$ cat config.mk
export PLATFORM = sky130hd
export DESIGN_NAME = fpga_config_loader
export DESIGN_NICKNAME = d
export VERILOG_FILES = /design/src/rtl/fpga_config_loader.sv
export SDC_FILE = /design/constraint.sdc
export NUM_CORES = 1
export LEC_CHECK = 0
export BUFFER_PORTS_ARGS = -buffer_cell sky130_fd_sc_hd__buf_2
export CAP_MARGIN = 20
export CELL_PAD_IN_SITES_DETAIL_PLACEMENT = 1
export CELL_PAD_IN_SITES_GLOBAL_PLACEMENT = 1
export CORE_AREA = 3 3 100 102
export CTS_BUF_LIST = sky130_fd_sc_hd__clkbuf_4 sky130_fd_sc_hd__clkbuf_8
export DETAILED_ROUTE_END_ITERATION = 10
export DIE_AREA = 0 0 103 105
export HOLD_SLACK_MARGIN = 0.15
export PLACE_DENSITY = 0.75
export SYNTH_ARGS = -nofsm -noshare
export SYNTH_HDL_FRONTEND = slang
export SYNTH_SLANG_ARGS = --single-unit
$ cat constraint.sdc
create_clock -name clk -period 5.5 [get_ports clk]
set_input_delay 1.65 -clock clk [delete_from_list [all_inputs] [get_ports clk]]
set_output_delay 1.65 -clock clk [all_outputs]
set_load 0.02 [all_outputs]
$ cat src/rtl/fpga_config_loader.sv
// fpga_config_loader: streams host configuration words LSB first onto the
// shared fabric shift line, enabling one column chain at a time. After the
// selected columns are loaded it pulses cset to latch the configuration.
// Every output is a flop; the flop inputs are derived from the next state.
module fpga_config_loader #(
    parameter int MX       = 4,
    parameter int COL_BITS = 1024,
    parameter int WORD_W   = 32,
    parameter int CNT_W    = 11
) (
    input  logic              clk,
    input  logic              rst_n,
    input  logic              start,
    input  logic [MX-1:0]     col_mask,
    input  logic              abort,
    input  logic              word_valid,
    input  logic [WORD_W-1:0] word_data,
    output logic              word_ready,
    output logic [MX-1:0]     col_cen,
    output logic              shift_out,
    output logic              cset,
    output logic              busy,
    output logic              done,
    output logic              aborted
);

    localparam int               BC_W     = $clog2(WORD_W + 1);
    localparam logic [CNT_W-1:0] COL_END  = CNT_W'(COL_BITS);
    localparam logic [CNT_W-1:0] LAST_BIT = CNT_W'(COL_BITS - 1);
    localparam logic [BC_W-1:0]  BUF_FULL = BC_W'(WORD_W);
    localparam logic [BC_W-1:0]  BUF_ONE  = BC_W'(1);

    typedef enum logic [2:0] {
        S_IDLE,
        S_NEXT,
        S_LOAD,
        S_SET,
        S_FIN
    } state_t;

    state_t            state_q, state_d;
    logic [MX-1:0]     pend_q, pend_d;        // columns still to load
    logic [MX-1:0]     cur_q, cur_d;          // one-hot column being loaded
    logic              loaded_q, loaded_d;    // any column loaded this run
    logic [CNT_W-1:0]  cnt_q, cnt_d;          // bits shifted into current column
    logic [BC_W-1:0]   bcnt_q, bcnt_d;        // bits left in the word buffer
    logic [WORD_W-1:0] buf_q, buf_d;          // buf_q[0] is the bit on shift_out

    logic              word_ready_q, word_ready_d;
    logic [MX-1:0]     col_cen_q, col_cen_d;
    logic              shift_out_q, shift_out_d;
    logic              cset_q, cset_d;
    logic              busy_q, busy_d;
    logic              done_q, done_d;
    logic              aborted_q, aborted_d;

    logic              accept;
    logic              shift_en;
    logic [MX-1:0]     lowest;
    logic [CNT_W-1:0]  cnt_inc;

    assign accept  = word_valid && word_ready_q;
    assign lowest  = pend_q & (~pend_q + MX'(1));
    assign cnt_inc = cnt_q + CNT_W'(1);

    // Next-state and next-output computation for the whole loader.
    always_comb begin
        state_d   = state_q;
        pend_d    = pend_q;
        cur_d     = cur_q;
        loaded_d  = loaded_q;
        cnt_d     = cnt_q;
        bcnt_d    = bcnt_q;
        buf_d     = buf_q;
        aborted_d = 1'b0;

        case (state_q)
            S_IDLE: begin
                if (start) begin
                    pend_d   = col_mask;
                    loaded_d = 1'b0;
                    state_d  = S_NEXT;
                end
            end
            S_NEXT: begin
                cnt_d  = '0;
                bcnt_d = '0;
                if (pend_q != '0) begin
                    cur_d    = lowest;
                    pend_d   = pend_q & ~lowest;
                    loaded_d = 1'b1;
                    state_d  = S_LOAD;
                end else if (loaded_q) begin
                    state_d = S_SET;
                end else begin
                    state_d = S_FIN;
                end
            end
            S_LOAD: begin
                if (bcnt_q != '0) begin
                    // The bit on shift_out this cycle is consumed.
                    buf_d  = buf_q >> 1;
                    bcnt_d = bcnt_q - BC_W'(1);
                    cnt_d  = cnt_inc;
                    if (cnt_inc == COL_END) begin
                        // Column complete: leftover word bits are dropped so
                        // the next column begins on a fresh word.
                        bcnt_d  = '0;
                        state_d = S_NEXT;
                    end else if (accept) begin
                        buf_d  = word_data;
                        bcnt_d = BUF_FULL;
                    end
                end else if (accept) begin
                    buf_d  = word_data;
                    bcnt_d = BUF_FULL;
                end
            end
            S_SET: begin
                state_d = S_FIN;
            end
            S_FIN: begin
                state_d = S_IDLE;
            end
            default: begin
                state_d = S_IDLE;
            end
        endcase

        if (state_q != S_IDLE && abort) begin
            state_d   = S_IDLE;
            pend_d    = '0;
            bcnt_d    = '0;
            aborted_d = 1'b1;
        end

        // Outputs are registered from the next state so they line up with it.
        shift_en     = (state_d == S_LOAD) && (bcnt_d != '0);
        col_cen_d    = shift_en ? cur_d : '0;
        shift_out_d  = shift_en ? buf_d[0] : shift_out_q;
        // Ready when the buffer will be empty, or its last bit leaves that
        // cycle without being the final bit of the column.
        word_ready_d = (state_d == S_LOAD) &&
                       ((bcnt_d == '0) || (bcnt_d == BUF_ONE && cnt_d != LAST_BIT));
        cset_d       = (state_d == S_SET);
        done_d       = (state_d == S_FIN);
        busy_d       = (state_d != S_IDLE);
    end

    // FSM, counters and registered outputs with synchronous active-low reset.
    always_ff @(posedge clk) begin
        if (!rst_n) begin
            state_q      <= S_IDLE;
            pend_q       <= '0;
            cur_q        <= '0;
            loaded_q     <= 1'b0;
            cnt_q        <= '0;
            bcnt_q       <= '0;
            word_ready_q <= 1'b0;
            col_cen_q    <= '0;
            shift_out_q  <= 1'b0;
            cset_q       <= 1'b0;
            busy_q       <= 1'b0;
            done_q       <= 1'b0;
            aborted_q    <= 1'b0;
        end else begin
            state_q      <= state_d;
            pend_q       <= pend_d;
            cur_q        <= cur_d;
            loaded_q     <= loaded_d;
            cnt_q        <= cnt_d;
            bcnt_q       <= bcnt_d;
            word_ready_q <= word_ready_d;
            col_cen_q    <= col_cen_d;
            shift_out_q  <= shift_out_d;
            cset_q       <= cset_d;
            busy_q       <= busy_d;
            done_q       <= done_d;
            aborted_q    <= aborted_d;
        end
    end

    // Word buffer data; its contents are meaningful only while bcnt_q is non-zero.
    always_ff @(posedge clk) begin
        buf_q <= buf_d;
    end

    assign word_ready = word_ready_q;
    assign col_cen    = col_cen_q;
    assign shift_out  = shift_out_q;
    assign cset       = cset_q;
    assign busy       = busy_q;
    assign done       = done_q;
    assign aborted    = aborted_q;

endmodule

==> parameters.txt, run 1 <==
Parameter                              Value

Clock network
  Clock sink count    71
  Clock slew at the register clock pins of the worst setup and hold paths    ~0.080 ns
  Root cell of the clock tree    clkbuf_8
  Setup repair bufs after CTS    0
  Resized Gates After CTS    0
  Clock network latency to the later pin of the worst-skew pair    approximately 0.35 ns
  Number of hold buffers added after CTS    0
  Buffers from clock root to sink, at most    2
  CTS tree    built
  H-tree depth reported by CTS    3
  Number of clock buffers inserted by TritonCTS    9

Setup path
  Chain of cells forming the critical path    ha_1 -> and3_4 -> nand4_4 -> o31a_1 -> or3_4 -> nor4_4 -> mux2_2 -> nor3_1 -> mux2_4
  Critical Path Sink Type    flop
  Endpoint required time on the critical path    approximately 5.8 ns
  Worst Setup Start Kind    flop
  Largest fanout on the critical path    9
  Number of buffer and inverter stages on the critical path    0
  Worst Path Class, Setup    flop to flop
  Delay contributed by the slowest stage of the critical path    about 0.48 ns
  Worst path slowest cell    dfxtp_1
  Arrival time at the worst endpoint    approximately 3.7 ns
  Family with the most delay on the worst path    simple AND/OR/NAND/NOR gates

Floorplanning
  Die height    ~110 µm
  Floorplan die width    ~100 µm
  Die area    between 10000 and 15000 µm²
  Initial Util    0.379
  Std-Cell Rows    35
  Core ar.    9200 µm²
  Top-level I/O count    about 50

Timing
  Worst Hold Slack    about 0.50 ns
  Slew headroom    0.435
  Final sum of negative setup slack    0 ns
  RSZ-0062 raised after global routing    no
  Worst clock skew    0.0114 ns
  Shortest clock period the worst path allows after layout    around 3.4 ns
  Upper clock frequency limit    between 200 and 300 MHz
  Number of max-slew violations in the final report    0
  Actual transition at the worst max-transition pin    approximately 0.84 ns
  Final number of hold-violating endpoints    0
  Final number of setup-violating endpoints    0
  Min setup slack post-route    between 2 and 2.5 ns
  Final worst path period share    0.615

Power and ir drop
  Maximum VDD drop    0.141 mV
  Leakage dissipation    between 1.5 and 2 nW
  Portion of total power attributed to sequential cells    0.496
  Internal power    0.000858 W
  Part of the power in combinational logic    0.073
  Total power density per cell area    around 280 nW/µm²
  Switching power of the nets    0.000271 W
  Switching fraction of total power    0.240
  Clk pwr share    0.430

Route
  Wire length reported by the detailed router    roughly 9200 µm
  Count of antenna-violating nets left after detailed routing    0
  Total iterations of the first detailed-routing run    4
  Overall via count from detail_route    just under 3k
  Detailed router's first-iteration violation count    between 150 and 200
  Detail-routed via count per cell    around 5.7
  Post-route DRC    0
  Routed wire length per instance    approximately 18 µm

Finish
  Layout area overhead    16.2%
  Number of nets at the end of the flow    around 450
  Filler Cell Count    around 1.1k
  Share of post-route cells with drive strength above 1    0.228
  Final instance area    4060 µm²
  Antenna diodes    0

Place
  Dpl hpwl    between 6000 and 7000 µm
  Count of buffers inserted at the top-level ports    50
  Worst setup slack after placement    ~1.8 ns
  Final weighted congestion in routability-driven placement    0.895
  DP Area    approximately 3800 µm²

Yosys
  Nets in the synthesized netlist    398
  Count of mapped cells out of synthesis    353
  Flops & latches, synth    slightly above 70
  Synth Cell Area    around 3500 µm²
  Count of flip-flops with a built-in enable after synthesis    31
  Synthesized area per cell    a little under 10 µm²
  Post-synth cell types    63
  Most used flip-flop cell after synthesis    dfxtp_1
  Largest area contributor in the synthesized netlist    edfxtp_1
  Number of synthesis warnings    0
  Synth top area share    0.267
  Sequential cell area fraction in the yosys report    0.496
  Top post-synthesis cells by area    edfxtp_1, dfxtp_1, a22o_1
  Share of async-settable or async-resettable flops after synthesis    0

Global routing
  Via count of the first global-routing pass    3135
  Antenna violations before repair    0
  All-Layer GR Usage    0.179
  Remaining Overflow, GRT    0
  Largest net degree at the start of global routing    32
  First-pass GRT wire length    between 15000 and 20000 µm

Hold path
  Tightest Hold Check Type    flop to flop

Flow run
  Max-capacitance violation count    0

Outcome
  Outcome    finished, final reports clean
## per-stage QoR
step	cells	util	total power, W
after CTS	518	0.439	0.00114
after floorplan	353	-	0.000619
after global routing	519	0.441	0.00117
final	519	0.441	0.00113
after detailed placement	502	0.415	0.000656
after global placement	502	0.415	0.000653
## worst min-delay path, delay by kind of cell (launching register included)
family | cells | cell delay [ns]
AO/OA/AOI/OAI | 1 | 0.05
flip-flops | 1 | 0.32
AND/OR/NAND/NOR | 1 | 0.09
## flip-flops by register name, indices dropped and copies added (netlist names), 3 cells and up
signal   cells
state_q      3
bcnt_q       6
pend_q       4
cnt_q       11
cur_q        4
buf_q       32
col_cen      4
## path summary, 6_finish.rpt
kind,startpoint,end,slack (ns),depth (start not counted)
max,cnt_q[0],shift_out,2.12,9
min,cur_q[3],cur_q[3],0.50,2
max reg2reg,cnt_q[0],shift_out,2.12,9
min reg2reg,cur_q[3],cur_q[3],0.50,2
## cell type report
type	instances	area [µm²]	area share
well taps	111	139	0.0342
clock buffers	11	145	0.0358
repair buffers	57	310	0.0765
multi-input cells	255	1610	0.398
inverters	9	33.8	0.00833
clock inverters	5	81.3	0.0201
flip-flops and latches	71	1730	0.427
## power by group through the flow
| stage | sequential (W) | combinational (W) | clock [W] |
|---|---|---|---|
| after global placement | 0.000572 | 0.0000813 | 0 |
| after detailed placement | 0.000573 | 0.0000832 | 0 |
| after floorplan | 0.000573 | 0.0000465 | 0 |
| after global routing | 0.000561 | 0.0000925 | 0.000516 |
| after CTS | 0.000560 | 0.0000832 | 0.000496 |
| final | 0.000560 | 0.0000825 | 0.000486 |
## metal layers
| metal | part of all wire | track usage | vias up |
|---|---|---|---|
| li1 | - | - | 1422 |
| met1 | 0.46 | 0.238 | 1451 |
| met2 | 0.50 | 0.285 | 51 |
| met3 | 0.030 | 0.0354 | 15 |
| met4 | 0.016 | 0.0703 | 0 |
| met5 | 0 | 0 | - |
## layout by cell type (no fill, tap or decap), types with 3 or more instances in the layout
master and count:
o31ai_1 3, nor3_1 18, nand2_1 29, ha_1 4, nor4_1 6, xnor2_1 3
nand3b_1 3, clkbuf_8 10, edfxtp_1 31, a22o_1 30, a21oi_1 20, inv_1 9
a31oi_1 6, buf_4 6, nand3_1 7, o21ai_0 22, dfxtp_1 40, buf_2 50
and2_1 7, nor2_1 43, a22oi_1 6
## synthesized netlist by cell type (all sizes together), types with 4 or more instances
cell type,count
nor2,44
dfxtp,40
edfxtp,31
a22o,30
nand2,29
o21ai,23
a21oi,22
nor3,19
clkbuf,9
inv,9
and2,8
buf,8
nand3,7
nor4,7
a22oi,6
a31oi,6
and3,4
ha,4
## cell families after synthesis
group | count (synthesis) | synth area share
buf+inv | 27 | 0.0459
mux | 2 | 0.00753
flops | 71 | 0.496
fa+ha+maj | 4 | 0.0143
simple gates | 138 | 0.209
xor+xnor | 4 | 0.0100
compound gates | 107 | 0.216
No activity file was read; power rests on OpenSTA's default activity.
==> run 2: changes to the inputs <==
--- a/config.mk
+++ b/config.mk
@@ -14,7 +14,7 @@
 export DETAILED_ROUTE_END_ITERATION = 10
 export DIE_AREA = 0 0 103 105
 export HOLD_SLACK_MARGIN = 0.15
-export PLACE_DENSITY = 0.75
+export PLACE_DENSITY = 0.78
 export SYNTH_ARGS = -nofsm -noshare
 export SYNTH_HDL_FRONTEND = slang
 export SYNTH_SLANG_ARGS = --single-unit
==> constraint.sdc (replaced) <==
create_clock -name clk -period 3.11 [get_ports clk]
set_input_delay 0.933 -clock clk [delete_from_list [all_inputs] [get_ports clk]]
set_output_delay 0.933 -clock clk [all_outputs]
set_load 0.02 [all_outputs]
==> run 2 against run 1 <==
Compared with the run above: sequential share of layout area fell by 1.1 points; critical path type unchanged; highest routed layer unchanged; non-clock buffer count grew 11; largest power group unchanged; largest cell class unchanged; sequential power grew 77%.
==> parameters.txt, run 2 (synthesized netlist as in run 1, its figures left out) <==
Parameter                              Value

Floorplanning
  Die height    105 µm (unchanged)
  Die area    10800 µm² (unchanged)
  Std-Cell Rows    35 (unchanged)
  Core ar.    9200 µm² (unchanged)
  Top-level I/O count    51 (unchanged)
  Floorplan die width    103 µm (unchanged)
  Initial Util    0.379 (unchanged)

Global routing
  Largest net degree at the start of global routing    32 (unchanged)
  First-pass GRT wire length    15300 µm (-0.27%)
  Met2 track demand over resource    0.288 (+0.00321)
  Layer with the highest usage after global routing    met2
  Via count of the first global-routing pass    3072 (-2.0%)
  Met3 Usage GRT    0.0401 (+0.00467)
  Antenna violations before repair    0 (unchanged)
  Routing usage on met1    0.240 (+0.00235)
  Remaining Overflow, GRT    0 (unchanged)
  All-Layer GR Usage    0.180 (+0.000541)

Hold path
  Worst hold start    cur_q[3]
  Hold worst-path end    cur_q[3]
  Number of stages on the worst hold path    2 (unchanged)
  Tightest Hold Check Type    flop to flop

Clock network
  Resized Gates After CTS    0 (unchanged)
  Clock sink count    71 (unchanged)
  H-tree depth reported by CTS    3 (unchanged)
  Root cell of the clock tree    clkbuf_8
  Clock network latency to the later pin of the worst-skew pair    0.35 ns (about the same)
  Number of hold buffers added after CTS    0 (unchanged)
  Clock slew at the register clock pins of the worst setup and hold paths    0.08 ns (about the same)
  Buffers from clock root to sink, at most    2 (unchanged)
  Number of clock buffers inserted by TritonCTS    9 (unchanged)
  CTS tree    built
  Setup repair bufs after CTS    0 (unchanged)

Setup path
  Endpoint required time on the critical path    3.40 ns (-2.39 ns)
  Worst Setup Start Kind    flop
  Reg2Reg Depth    10 (+1)
  Register-to-register setup slack    0.18 ns (-1.94 ns)
  Largest fanout on the critical path    8 (-1)
  Worst R2R Start    cnt_q[1]
  Arrival time at the worst endpoint    3.22 ns (-0.46 ns)
  Destination of the worst register-to-register timing path    shift_out
  Worst Path Class, Setup    flop to flop
  Critical Path Sink Type    flop

Route
  Post-route DRC    0 (unchanged)
  Total iterations of the first detailed-routing run    4 (unchanged)
  Overall via count from detail_route    2991 (+1.8%)
  Wire length reported by the detailed router    9250 µm (about the same)
  Count of antenna-violating nets left after detailed routing    0 (unchanged)
  Routed wire length per instance    17.5 µm (-2.0%)
  Detail-routed via count per cell    5.64 (-0.34%)
  Detailed router's first-iteration violation count    256 (+42%)

Power and ir drop
  Part of the power in combinational logic    0.075 (+0.002)
  Switching power of the nets    0.000470 W (+74%)
  Clk pwr share    0.423 (-0.007)
  Switching fraction of total power    0.239 (-0.00127)
  Internal power    0.00150 W (+75%)
  Leakage dissipation    1.60 nW (+3.0%)
  Maximum VDD drop    0.214 mV (+51%)
  Total power density per cell area    474 nW/µm² (+70%)
  Portion of total power attributed to sequential cells    0.502 (+0.006)

Timing
  Shortest clock period the worst path allows after layout    2.93 ns (-0.455 ns)
  Number of max-slew violations in the final report    0 (unchanged)
  Final number of setup-violating endpoints    0 (unchanged)
  Min setup slack post-route    0.183 ns (-1.94 ns)
  Actual transition at the worst max-transition pin    0.810 ns (-0.0304 ns)
  Slew headroom    0.455 (+0.0204)
  Upper clock frequency limit    342 MHz (+16%)
  Worst clock skew    0.00729 ns (-0.00415 ns)
  RSZ-0062 raised after global routing    no
  Final worst path period share    0.941 (+0.326)
  Final number of hold-violating endpoints    0 (unchanged)
  Final sum of negative setup slack    0 ns (unchanged)

Finish
  Register ranked first by flip-flop count    buf_q
  Commonest non-fill, non-tap cell in the layout    buf_2
  Share of post-route cells with drive strength above 1    0.255 (+0.0274)
  Biggest registers after layout    buf_q x32, cnt_q x11, bcnt_q x6
  Most frequent cells in the layout    buf_2, nor2_1, dfxtp_1
  Largest register FFs    32 (unchanged)
  Antenna diodes    0 (unchanged)
  Number of nets at the end of the flow    459 (+2.5%)
  Utilization of the core after routing    0.453 (+0.0117)
  Filler Cell Count    1098 (+0.83%)
  Footprint of the multi-input gates    1620 µm² (+0.54%)
  Sequential Area    1730 µm² (about the same)
  Layout area overhead    19.3%

Place
  Worst setup slack after placement    0.132 ns (-1.62 ns)
  Count of buffers inserted at the top-level ports    50 (unchanged)
  Final weighted congestion in routability-driven placement    0.886 (-0.95%)
  Dpl hpwl    6600 µm (+1.5%)

Outcome
  Outcome    finished, final reports clean

Flow run
  Max-capacitance violation count    0 (unchanged)
run 2: cell count changes in the layout (fill, tap and decap cells not counted), sizes merged:
cell and change:
buf +11, clkbuf -1, clkinvlp +1
run 2: stage by stage:
stage               cell area (µm²)  hold WS (ns)  instances  power (W)
global placement               3930         0.455        514    0.00116
CTS                            4150         0.499        530    0.00199
global route                   4160         0.539        530    0.00205
floorplan                      3500         0.439        353    0.00110
finish                         4160         0.490        530    0.00197
detailed placement             3930         0.470        514    0.00116
run 2: critical path, stage by stage, from the launching register on:
cell,delay (ns)
dfxtp_1,0.45
ha_2,0.29
and3_4,0.24
nand4_4,0.11
o31a_1,0.34
or3_4,0.38
nor4_4,0.13
buf_4,0.21
mux2_2,0.36
nor3_1,0.19
mux2_4,0.18
run 2: worst max path at each step:
stage	startpoint	end	slack (ns)	cells past startpoint
after global placement	cnt_q[0]	shift_out	0.26	9
after global routing	cnt_q[1]	shift_out	0.04	10
after detailed placement	cnt_q[0]	shift_out	0.13	10
after floorplan	cnt_q[0]	shift_out	0.28	9
final	cnt_q[1]	shift_out	0.18	10
after CTS	cnt_q[0]	shift_out	0.10	10
run 2: final cells by class:
class                   count  share of cell area
inverters                   9             0.00812
clock buffers              10              0.0316
clock inverters             6              0.0222
well taps                 111              0.0334
multi-input cells         255               0.390
flip-flops and latches     71               0.416
repair buffers             68              0.0986
run 2: power groups by stage:
stage | logic, W | clock network (W) | registers, W
6_report | 0.000148 | 0.000833 | 0.000991
5_1_grt | 0.000166 | 0.000890 | 0.000993
4_1_cts | 0.000149 | 0.000847 | 0.000990
3_5_place_dp | 0.000148 | 0 | 0.00101
3_3_place_gp | 0.000145 | 0 | 0.00101
2_1_floorplan | 0.0000828 | 0 | 0.00101
run 2: metal layers:
metal,vias to the layer above,routed length (µm)
li1,1447,-
met2,53,4540
met4,0,192
met5,-,0
met1,1476,4190
met3,15,323
